[src/rtl/ofdm_symbol_framer.sv]
// OFDM symbol framer: drops preamble, passes LTS, strips CP and frames FFT_LEN data symbols.
// Optional restart on mid-packet trigger: define OFDM_FRAMER_RETRIGGER_EN.
module ofdm_symbol_framer #(
    parameter int         WIDTH_SAMPLE   = 16,
    parameter int         WIDTH_PHASE    = 32,
    parameter int         FFT_LEN        = 64,
    parameter int         CP_LEN         = 16,
    parameter int         SKIP_LEN       = 192,
    parameter int         NUM_LTS        = 2,
    parameter logic [7:0] SR_NUM_SYMBOLS = 8'd6
) (
    input  logic                      clk,
    input  logic                      reset,
    input  logic                      set_stb,
    input  logic [7:0]                set_addr,
    input  logic [31:0]               set_data,
    input  logic [2*WIDTH_SAMPLE-1:0] sample_in_tdata,
    input  logic                      sample_in_tlast,
    input  logic                      sample_in_tvalid,
    output logic                      sample_in_tready,
    input  logic [WIDTH_PHASE-1:0]    phase_in_tdata,
    input  logic                      phase_in_tvalid,
    output logic                      phase_in_tready,
    output logic [2*WIDTH_SAMPLE-1:0] o_tdata,
    output logic                      o_tlast,
    output logic [1:0]                o_tuser,
    output logic                      o_tvalid,
    input  logic                      o_tready,
    output logic [WIDTH_PHASE-1:0]    phase_out_tdata,
    output logic                      phase_out_tvalid,
    input  logic                      phase_out_tready
);

    localparam int LTS_LEN = NUM_LTS * FFT_LEN;
    localparam int CNT_MAX = (SKIP_LEN > LTS_LEN) ? SKIP_LEN : LTS_LEN;
    localparam int CNT_W   = $clog2(CNT_MAX + 1);
    localparam int FFT_W   = (FFT_LEN > 1) ? $clog2(FFT_LEN) : 1;

    typedef enum logic [2:0] {
        S_IDLE,
        S_SKIP,
        S_LTS,
        S_CP,
        S_DATA
    } state_t;

    state_t            state_reg, state_next;
    logic [CNT_W-1:0]  cnt_reg, cnt_next, cnt_inc;
    logic [9:0]        sym_reg, sym_next, sym_inc;
    logic [9:0]        num_symbols_reg;
    logic [9:0]        num_active_reg, num_active_next;

    logic              o_valid_reg;
    logic              o_last_reg;
    logic [1:0]        o_user_reg;
    logic              phase_valid_reg;
    logic [WIDTH_PHASE-1:0] phase_data_reg;

    logic              trig_beat;
    logic              pass_state;
    logic              out_free;
    logic              phase_free;
    logic              sample_ready;
    logic              accept;
    logic              restart;
    logic              out_load;
    logic              out_last;
    logic [1:0]        out_user;
    logic              phase_load;

    assign trig_beat  = sample_in_tvalid & sample_in_tlast;
    assign pass_state = (state_reg == S_LTS) || (state_reg == S_DATA);
    assign out_free   = ~o_valid_reg | o_tready;
    assign phase_free = ~phase_valid_reg | phase_out_tready;

    assign sample_in_tready = sample_ready;
    assign phase_in_tready  = trig_beat & sample_ready;

    always_ff @(posedge clk or posedge reset) begin
        if (reset) begin
            num_symbols_reg <= '0;
        end else if (set_stb && (set_addr == SR_NUM_SYMBOLS)) begin
            num_symbols_reg <= set_data[9:0];
        end
    end

    always_ff @(posedge clk or posedge reset) begin
        if (reset) begin
            state_reg      <= S_IDLE;
            cnt_reg        <= '0;
            sym_reg        <= '0;
            num_active_reg <= '0;
        end else begin
            state_reg      <= state_next;
            cnt_reg        <= cnt_next;
            sym_reg        <= sym_next;
            num_active_reg <= num_active_next;
        end
    end

    always_comb begin
        state_next      = state_reg;
        cnt_next        = cnt_reg;
        sym_next        = sym_reg;
        num_active_next = num_active_reg;
        cnt_inc         = cnt_reg + CNT_W'(1);
        sym_inc         = sym_reg + 10'd1;
        sample_ready    = 1'b0;
        out_load        = 1'b0;
        out_last        = 1'b0;
        out_user        = 2'b00;
        phase_load      = 1'b0;
        restart         = 1'b0;

        // Trigger beats carry a phase beat; pass-state beats need the output slot.
        if (!reset) begin
            if (trig_beat) begin
                if (state_reg == S_IDLE) begin
                    sample_ready = phase_in_tvalid & phase_free;
                end else begin
`ifdef OFDM_FRAMER_RETRIGGER_EN
                    sample_ready = phase_in_tvalid & phase_free & (~pass_state | out_free);
`else
                    sample_ready = phase_in_tvalid & (~pass_state | out_free);
`endif
                end
            end else begin
                sample_ready = ~pass_state | out_free;
            end
        end

        accept = sample_in_tvalid & sample_ready;

`ifdef OFDM_FRAMER_RETRIGGER_EN
        restart = trig_beat & (state_reg != S_IDLE);
`endif

        if (accept) begin
            if (restart) begin
                phase_load      = 1'b1;
                num_active_next = num_symbols_reg;
                cnt_next        = '0;
                state_next      = S_SKIP;
                if (pass_state) begin
                    out_load = 1'b1;
                    out_last = 1'b1;
                    out_user = {1'b1, state_reg == S_LTS};
                end
            end else begin
                case (state_reg)
                    S_IDLE: begin
                        if (trig_beat) begin
                            phase_load      = 1'b1;
                            num_active_next = num_symbols_reg;
                            cnt_next        = '0;
                            state_next      = S_SKIP;
                        end
                    end
                    S_SKIP: begin
                        if (cnt_reg == CNT_W'(SKIP_LEN - 1)) begin
                            cnt_next   = '0;
                            state_next = S_LTS;
                        end else begin
                            cnt_next = cnt_inc;
                        end
                    end
                    S_LTS: begin
                        out_load = 1'b1;
                        out_user = 2'b01;
                        out_last = &cnt_reg[FFT_W-1:0];
                        if (cnt_reg == CNT_W'(LTS_LEN - 1)) begin
                            cnt_next   = '0;
                            sym_next   = '0;
                            state_next = S_CP;
                        end else begin
                            cnt_next = cnt_inc;
                        end
                    end
                    S_CP: begin
                        if (cnt_reg == CNT_W'(CP_LEN - 1)) begin
                            cnt_next   = '0;
                            state_next = S_DATA;
                        end else begin
                            cnt_next = cnt_inc;
                        end
                    end
                    S_DATA: begin
                        out_load = 1'b1;
                        if (cnt_reg == CNT_W'(FFT_LEN - 1)) begin
                            out_last = 1'b1;
                            cnt_next = '0;
                            sym_next = sym_inc;
                            // A zero count means unlimited; sym simply wraps.
                            if ((num_active_reg != 10'd0) && (sym_inc == num_active_reg)) begin
                                state_next = S_IDLE;
                            end else begin
                                state_next = S_CP;
                            end
                        end else begin
                            cnt_next = cnt_inc;
                        end
                    end
                    default: begin
                        state_next = S_IDLE;
                        cnt_next   = '0;
                    end
                endcase
            end
        end
    end

    // Output register: loads only when the slot is free, so data holds under stall.
    always_ff @(posedge clk or posedge reset) begin
        if (reset) begin
            o_valid_reg <= 1'b0;
            o_last_reg  <= 1'b0;
            o_user_reg  <= 2'b00;
        end else if (out_free) begin
            o_valid_reg <= out_load;
            if (out_load) begin
                o_last_reg <= out_last;
                o_user_reg <= out_user;
            end
        end
    end

    genvar gi;
    generate
        for (gi = 0; gi < 2; gi++) begin : g_lane
            logic [WIDTH_SAMPLE-1:0] lane_reg;
            always_ff @(posedge clk or posedge reset) begin
                if (reset) begin
                    lane_reg <= '0;
                end else if (out_free && out_load) begin
                    lane_reg <= sample_in_tdata[gi*WIDTH_SAMPLE +: WIDTH_SAMPLE];
                end
            end
            assign o_tdata[gi*WIDTH_SAMPLE +: WIDTH_SAMPLE] = lane_reg;
        end
    endgenerate

    assign o_tvalid = o_valid_reg;
    assign o_tlast  = o_last_reg;
    assign o_tuser  = o_user_reg;

    always_ff @(posedge clk or posedge reset) begin
        if (reset) begin
            phase_valid_reg <= 1'b0;
            phase_data_reg  <= '0;
        end else if (phase_load) begin
            phase_valid_reg <= 1'b1;
            phase_data_reg  <= phase_in_tdata;
        end else if (phase_out_tready) begin
            phase_valid_reg <= 1'b0;
        end
    end

    assign phase_out_tdata  = phase_data_reg;
    assign phase_out_tvalid = phase_valid_reg;

endmodule
[config.mk]
export PLATFORM = sky130hd
export DESIGN_NAME = ofdm_symbol_framer
export DESIGN_NICKNAME = d
export VERILOG_FILES = /design/src/rtl/ofdm_symbol_framer.sv
export SDC_FILE = /design/constraint.sdc
export NUM_CORES = 1
export LEC_CHECK = 0
export CAP_MARGIN = 25
export CORE_MARGIN = 5
export CORE_UTILIZATION = 44
export CTS_CLUSTER_DIAMETER = 200
export CTS_CLUSTER_SIZE = 12
export DETAILED_ROUTE_END_ITERATION = 12
export PLACE_DENSITY = 0.82
export SYNTH_ARGS = -nofsm -noshare
export SYNTH_HDL_FRONTEND = slang
export SYNTH_SLANG_ARGS = --single-unit
export TNS_END_PERCENT = 20
[constraint.sdc]
create_clock -name clk -period 6.2 [get_ports clk]
set_clock_uncertainty 0.05 [all_clocks]
set_input_delay 1.24 -clock clk [delete_from_list [all_inputs] [get_ports clk]]
set_output_delay 1.24 -clock clk [all_outputs]
set_load 0.005 [all_outputs]
# Word-level counts from Yosys, hierarchy flattened
# Cells that the tools add are included.
[word_totals] ff_bits=110 word_cells=86
[op_classes] addsub=2 n_eq_ne=15 mux=31 bitwise_logic=11 n_reduce_logical=15
[op_table] op="$mux W8" n=5
[op_table] op="$pmux W8 S5" n=1
[op_table] op="$mux W10" n=2
[op_table] op="$pmux W10 S2" n=1
[op_table] op="$mux W3" n=5
[op_table] op="$pmux W3 S5" n=1
[op_table] op="$mux W1" n=14
[op_table] op="$reduce_and A6 Y1" n=2
[op_table] op="$add A10 B1 Y10 const B" n=1
[op_table] op="$eq A10 B10 Y1" n=1
[op_table] op="$reduce_bool A10 Y1" n=1
[op_table] op="$add A8 B1 Y8 const B" n=1
[op_table] op="$eq A8 B3 Y1 const B" n=1
[op_table] op="$eq A8 B4 Y1 const B" n=1
[op_table] op="$eq A8 B6 Y1 const B" n=1
[op_table] op="$eq A8 B7 Y1 const B" n=1
[op_table] op="$eq A8 B8 Y1 const B" n=1
[op_table] op="$eq A3 B2 Y1 const B" n=2
[op_table] op="$ne A2 B2 Y1 const B" n=3
[op_table] op="$and A1 B1 Y1" n=5
[op_table] op="$ne A2 B1 Y1 const B" n=2
[op_table] op="$reduce_and A2 Y1" n=2
[op_table] op="$reduce_and A4 Y1" n=1
[op_table] op="$reduce_bool A2 Y1" n=2
[op_table] op="other kinds (11)" n=17

# Longest topological paths before layout
[logic_depth] depth_word=11 mapped_depth=8 ltp_nobuf=7

# Worst setup path after synthesis
# OpenSTA, ideal clock, no wires.
[synth_path] kind="input to output" from="input reset" to="output phase_in_tready" arrival_time_ns=4.366 required_time_ns=4.910 setup_slack_ns=0.544 path_stages=4 n_path_buf=0 path_cell_list="inv_1 > o311a_1 > o31a_1 > nor2b_1"
[synth_via] elab_chain_cells=2
[synth_rtl] item="from (decl)" line_no="13" text="input logic reset,"
[synth_rtl] item="$mux W1" line_no="116" text="if (!reset) begin"
[synth_rtl] item="named net sample_in_tready" line_no="20" text="output logic sample_in_tready,"
[synth_rtl] item="$and A1 B1 Y1" line_no="77" text="assign phase_in_tready = trig_beat & sample_ready;"
[synth_rtl] item="to (decl)" line_no="23" text="output logic phase_in_tready,"
# The timed path passes the listed nets, and every way through them passes these cells.

# Final worst setup path
[layout_path] from="input reset" to="output phase_in_tready"
[layout_via] elab_chain_cells=2
[layout_rtl] item="$mux W1" line_no="116"
[layout_rtl] item="$and A1 B1 Y1" line_no="77"
# Every way passes these cells.

==> summary.md <==
| Metric | Value |
|---|---|
| Gate count of the mapped netlist | 390 |
| Worst slack on hold paths | 0.4241 ns |
| Sequential element share of the synthesized area | between 50% and 60% |
| Comb power frac | between 30% and 40% |
| HPWL after detailed placement | between 8 and 9 mm |
| Count of max-cap constraint violations | 0 |
| Largest net degree at the start of global routing | 75 |
| Ant. Diodes | 0 |
| Leak Pwr | roughly 3 nW |
| I/O Pins | 183 |
| Routed vias | ~3700 |
| CTS tree | done |
| Kind of cell with the highest combined delay on the critical path | buffers and inverters |
| Via count of the first global-routing pass | approximately 4000 |
| Layout Cell Area excl Fill | about 6900 sq um |
| FF+latch count, synth | between 100 and 150 |
| Placer congestion estimate | 0.8881 |
| Critical path class | in2out |
| EDFF count, synth | 0 |
| Average via count per standard cell | between 5 and 6 |
| Share of total power in sequential cells | between 40% and 50% |
| Area Overhead vs Synth | 40.68% |
| Setup repair after global routing missed its margin | no |
| Floorplan row count | 38 |
| Standard cell core area | 10840 sq um |
| Arr. time, crit path | between 3 and 4 ns |
| Slowest cell on the critical path | sky130_fd_sc_hd__clkdlybuf4s50_1 |
| Net switching power | around 0.71 mW |
| Clock sink count | 109 |
| Overall overflow remaining after global route | 0 |
| Post-synth design cell area | 4878 sq um |
| Areal power density over the cells | between 300 and 400 nW/um^2 |
| Die X-Extent | around 120 um |
| Clock-pin slew on the worst setup and hold paths | about 0.090 ns |
| Final Util | approximately 63% |
| PnR Total Power | 2.566 mW |
| Number of post-CTS setup repair buffers | 0 |
| Iter 0 DRT Violations | roughly 150 |
| Most prevalent standard cell on the critical path | sky130_fd_sc_hd__clkdlybuf4s50_1 |
| Portion of the clock cycle consumed by the worst path in the final layout | between 70% and 80% |
| H-Tree Level Count | 3 |
| Total of endpoints with negative setup slack in the final report | 0 |
| Count of input and output buffers | roughly 160 |
| Global-route wire length before repair | a little under 20 mm |
| Cell-internal power | between 1.5 and 2 mW |
| Worst vdd ir | 0.0002558 V |
| Hold buffer count at CTS | 0 |
| Die height | ~120 um |
| Number of buffers created by CTS | 9 |
| Maximum clock frequency | approximately 220 MHz |
| Largest fanout on the critical path | 38 |
| Post-synth ARST share | 100.0% |
| Die area | ~13000 sq um |
| Post-CTS sizing | 0 |
| Fillers | 833 |
| Antenna violations before repair | 0 |
| Clock latency on the worst-skew pair | roughly 0.36 ns |
| Crit path launch type | input pin |
| Hold Path Class | reg2reg |
| Max-slew violations | 0 |
| Initial core utilization | 45.00% |
| Nets | approximately 660 |
| Clock Power Share | between 20% and 30% |
| Fraction of final layout cells sized beyond drive strength 1 | approximately 20% |
| Dominant synthesized flop cell | sky130_fd_sc_hd__dfrtp_1 |
| Number of detailed-routing iterations run before antenna repair | 4 |
| Worst max-slew margin expressed relative to the limit | 58.89% |
| Worst Path Buf+Inv | 3 |
| Data required time at the worst endpoint | just under 5 ns |
| Total wire length | roughly 12 mm |
| Final hold violation count | 0 |
| Dpl cells | 670 |
| WL/cell | 17.77 um |
| Min Clock Period, post-route | approximately 4.5 ns |
| Longest individual stage delay on the worst path | 0.51 ns |
| Yosys cell types | 54 |
| Number of remaining DRC errors | 0 |
| Root Driver | sky130_fd_sc_hd__clkbuf_8 |
| Setup TNS | 0 ns |
| Pre-CTS worst setup slack | roughly 1.6 ns |
| Post-route ant nets | 0 |
| Run status | complete, no violations |
| Gr usage total | about a fifth |
| Cells traversed along the worst timing path | clkdlybuf4s50_1 -> inv_4 -> o311a_1 -> o31a_1 -> nor2b_1 -> clkdlybuf4s50_1 |
| PnR worst setup slack | ~1.7 ns |
| Count of warnings emitted by yosys | 0 |
| Total nets after synthesis | 504 |
| Number of standard cells in the final layout excluding fillers | 688 |
| Number of buffers on the longest clock path | 2 |
| Switch share | 27.77% |
| Instance area at placement | 6556 sq um |
| Slew of the pin with the lowest slew margin | 0.6130 ns |
| Mean post-synth cell area | approximately 13 sq um |
| Critical path capture point type | output port |
## power by group through the flow
| stage | sequential (mW) | clock (mW) | combinational, mW |
|---|---|---|---|
| 6_report | 1.09 | 0.531 | 0.947 |
| 5_1_grt | 1.12 | 0.581 | 1.02 |
| 3_5_place_dp | 1.10 | 0 | 0.947 |
| 2_1_floorplan | 1.08 | 0 | 0.402 |
| 4_1_cts | 1.09 | 0.547 | 0.956 |
| 3_3_place_gp | 1.08 | 0 | 0.922 |
## layout by cell type (no fill, tap or decap), drive strengths merged, types with 9 or more instances in the layout
cell,instances
nand4,9
clkbuf,13
mux2,84
dfrtp,109
nor2,9
nand2,26
xnor2,11
clkdlybuf4s50,159
o21ai,19
## metal layers
metal	share of wire [%]	track usage [%]
met5	0	0
met4	3.4	8.529
met1	37	21.97
met3	8.0	6.579
met2	52	31.56
## layout make-up
type                       instances  area [sq um]  share of cell area (%)
sequential                       109          2728                   39.74
multi-input combinational        256          2029                   29.57
timing repair buffer             163          1654                   24.10
tap                              140         175.2                   2.552
clock buffer                      13         168.9                   2.461
clock inverter                     3         90.09                   1.313
inverter                           4         17.52                  0.2552
## path summary, 6_finish.rpt
kind                                 start                endpoint  slack (ns)  cells past startpoint
worst max-delay path                 reset         phase_in_tready        1.66                      6
worst min-delay path            o_tuser[0]              o_tuser[0]        0.42                      2
worst max register to register  cnt_reg[0]              sym_reg[8]        3.57                      7
worst min register to register  o_tuser[0]              o_tuser[0]        0.42                      2
max in group asynchronous            reset      num_symbols_reg[1]        4.00                      4
min in group asynchronous            reset  g_lane[0].lane_reg[11]        1.19                      2
## cell usage after synthesis, drive strengths merged, types with 2 or more instances
cell type / instances / area, sq um
nand4: 9 / 56.30
ha: 2 / 25.02
nand2: 26 / 97.59
a21boi: 2 / 15.01
o21ai: 19 / 95.09
nor2: 9 / 33.78
a31oi: 3 / 18.77
nor4: 2 / 12.51
clkbuf: 12 / 45.04
and3: 4 / 25.02
nand3: 8 / 40.04
mux2i: 2 / 20.02
buf: 9 / 63.81
dfrtp: 109 / 2728
o31ai: 8 / 65.06
a21oi: 8 / 40.04
nor4b: 2 / 17.52
nor3b: 4 / 41.29
or4: 5 / 37.54
xor2: 5 / 43.79
nand2b: 6 / 37.54
nor3: 8 / 40.04
or3: 6 / 38.79
xnor2: 11 / 96.34
nand3b: 2 / 15.01
mux2: 84 / 945.9
inv: 4 / 15.01
## worst min-delay path: cells and delay by family, from the launching register on
kind             cells  cell delay (ns)
AND/OR/NAND/NOR      2             0.10
flip-flops           1             0.35
## logic make-up (layout without fill, tap and decap cells)
logic type	after synthesis	count (layout)	synth area share, %
mux	86	86	19.80
simple gates	99	99	11.41
other cells	1	1	0.07687
xor+xnor	16	16	2.872
buf+inv	25	183	2.539
compound gates	52	52	6.874
flops	109	109	55.91
fa+ha+maj	2	2	0.5129
Note: power is estimated with default switching activity, not from simulation.
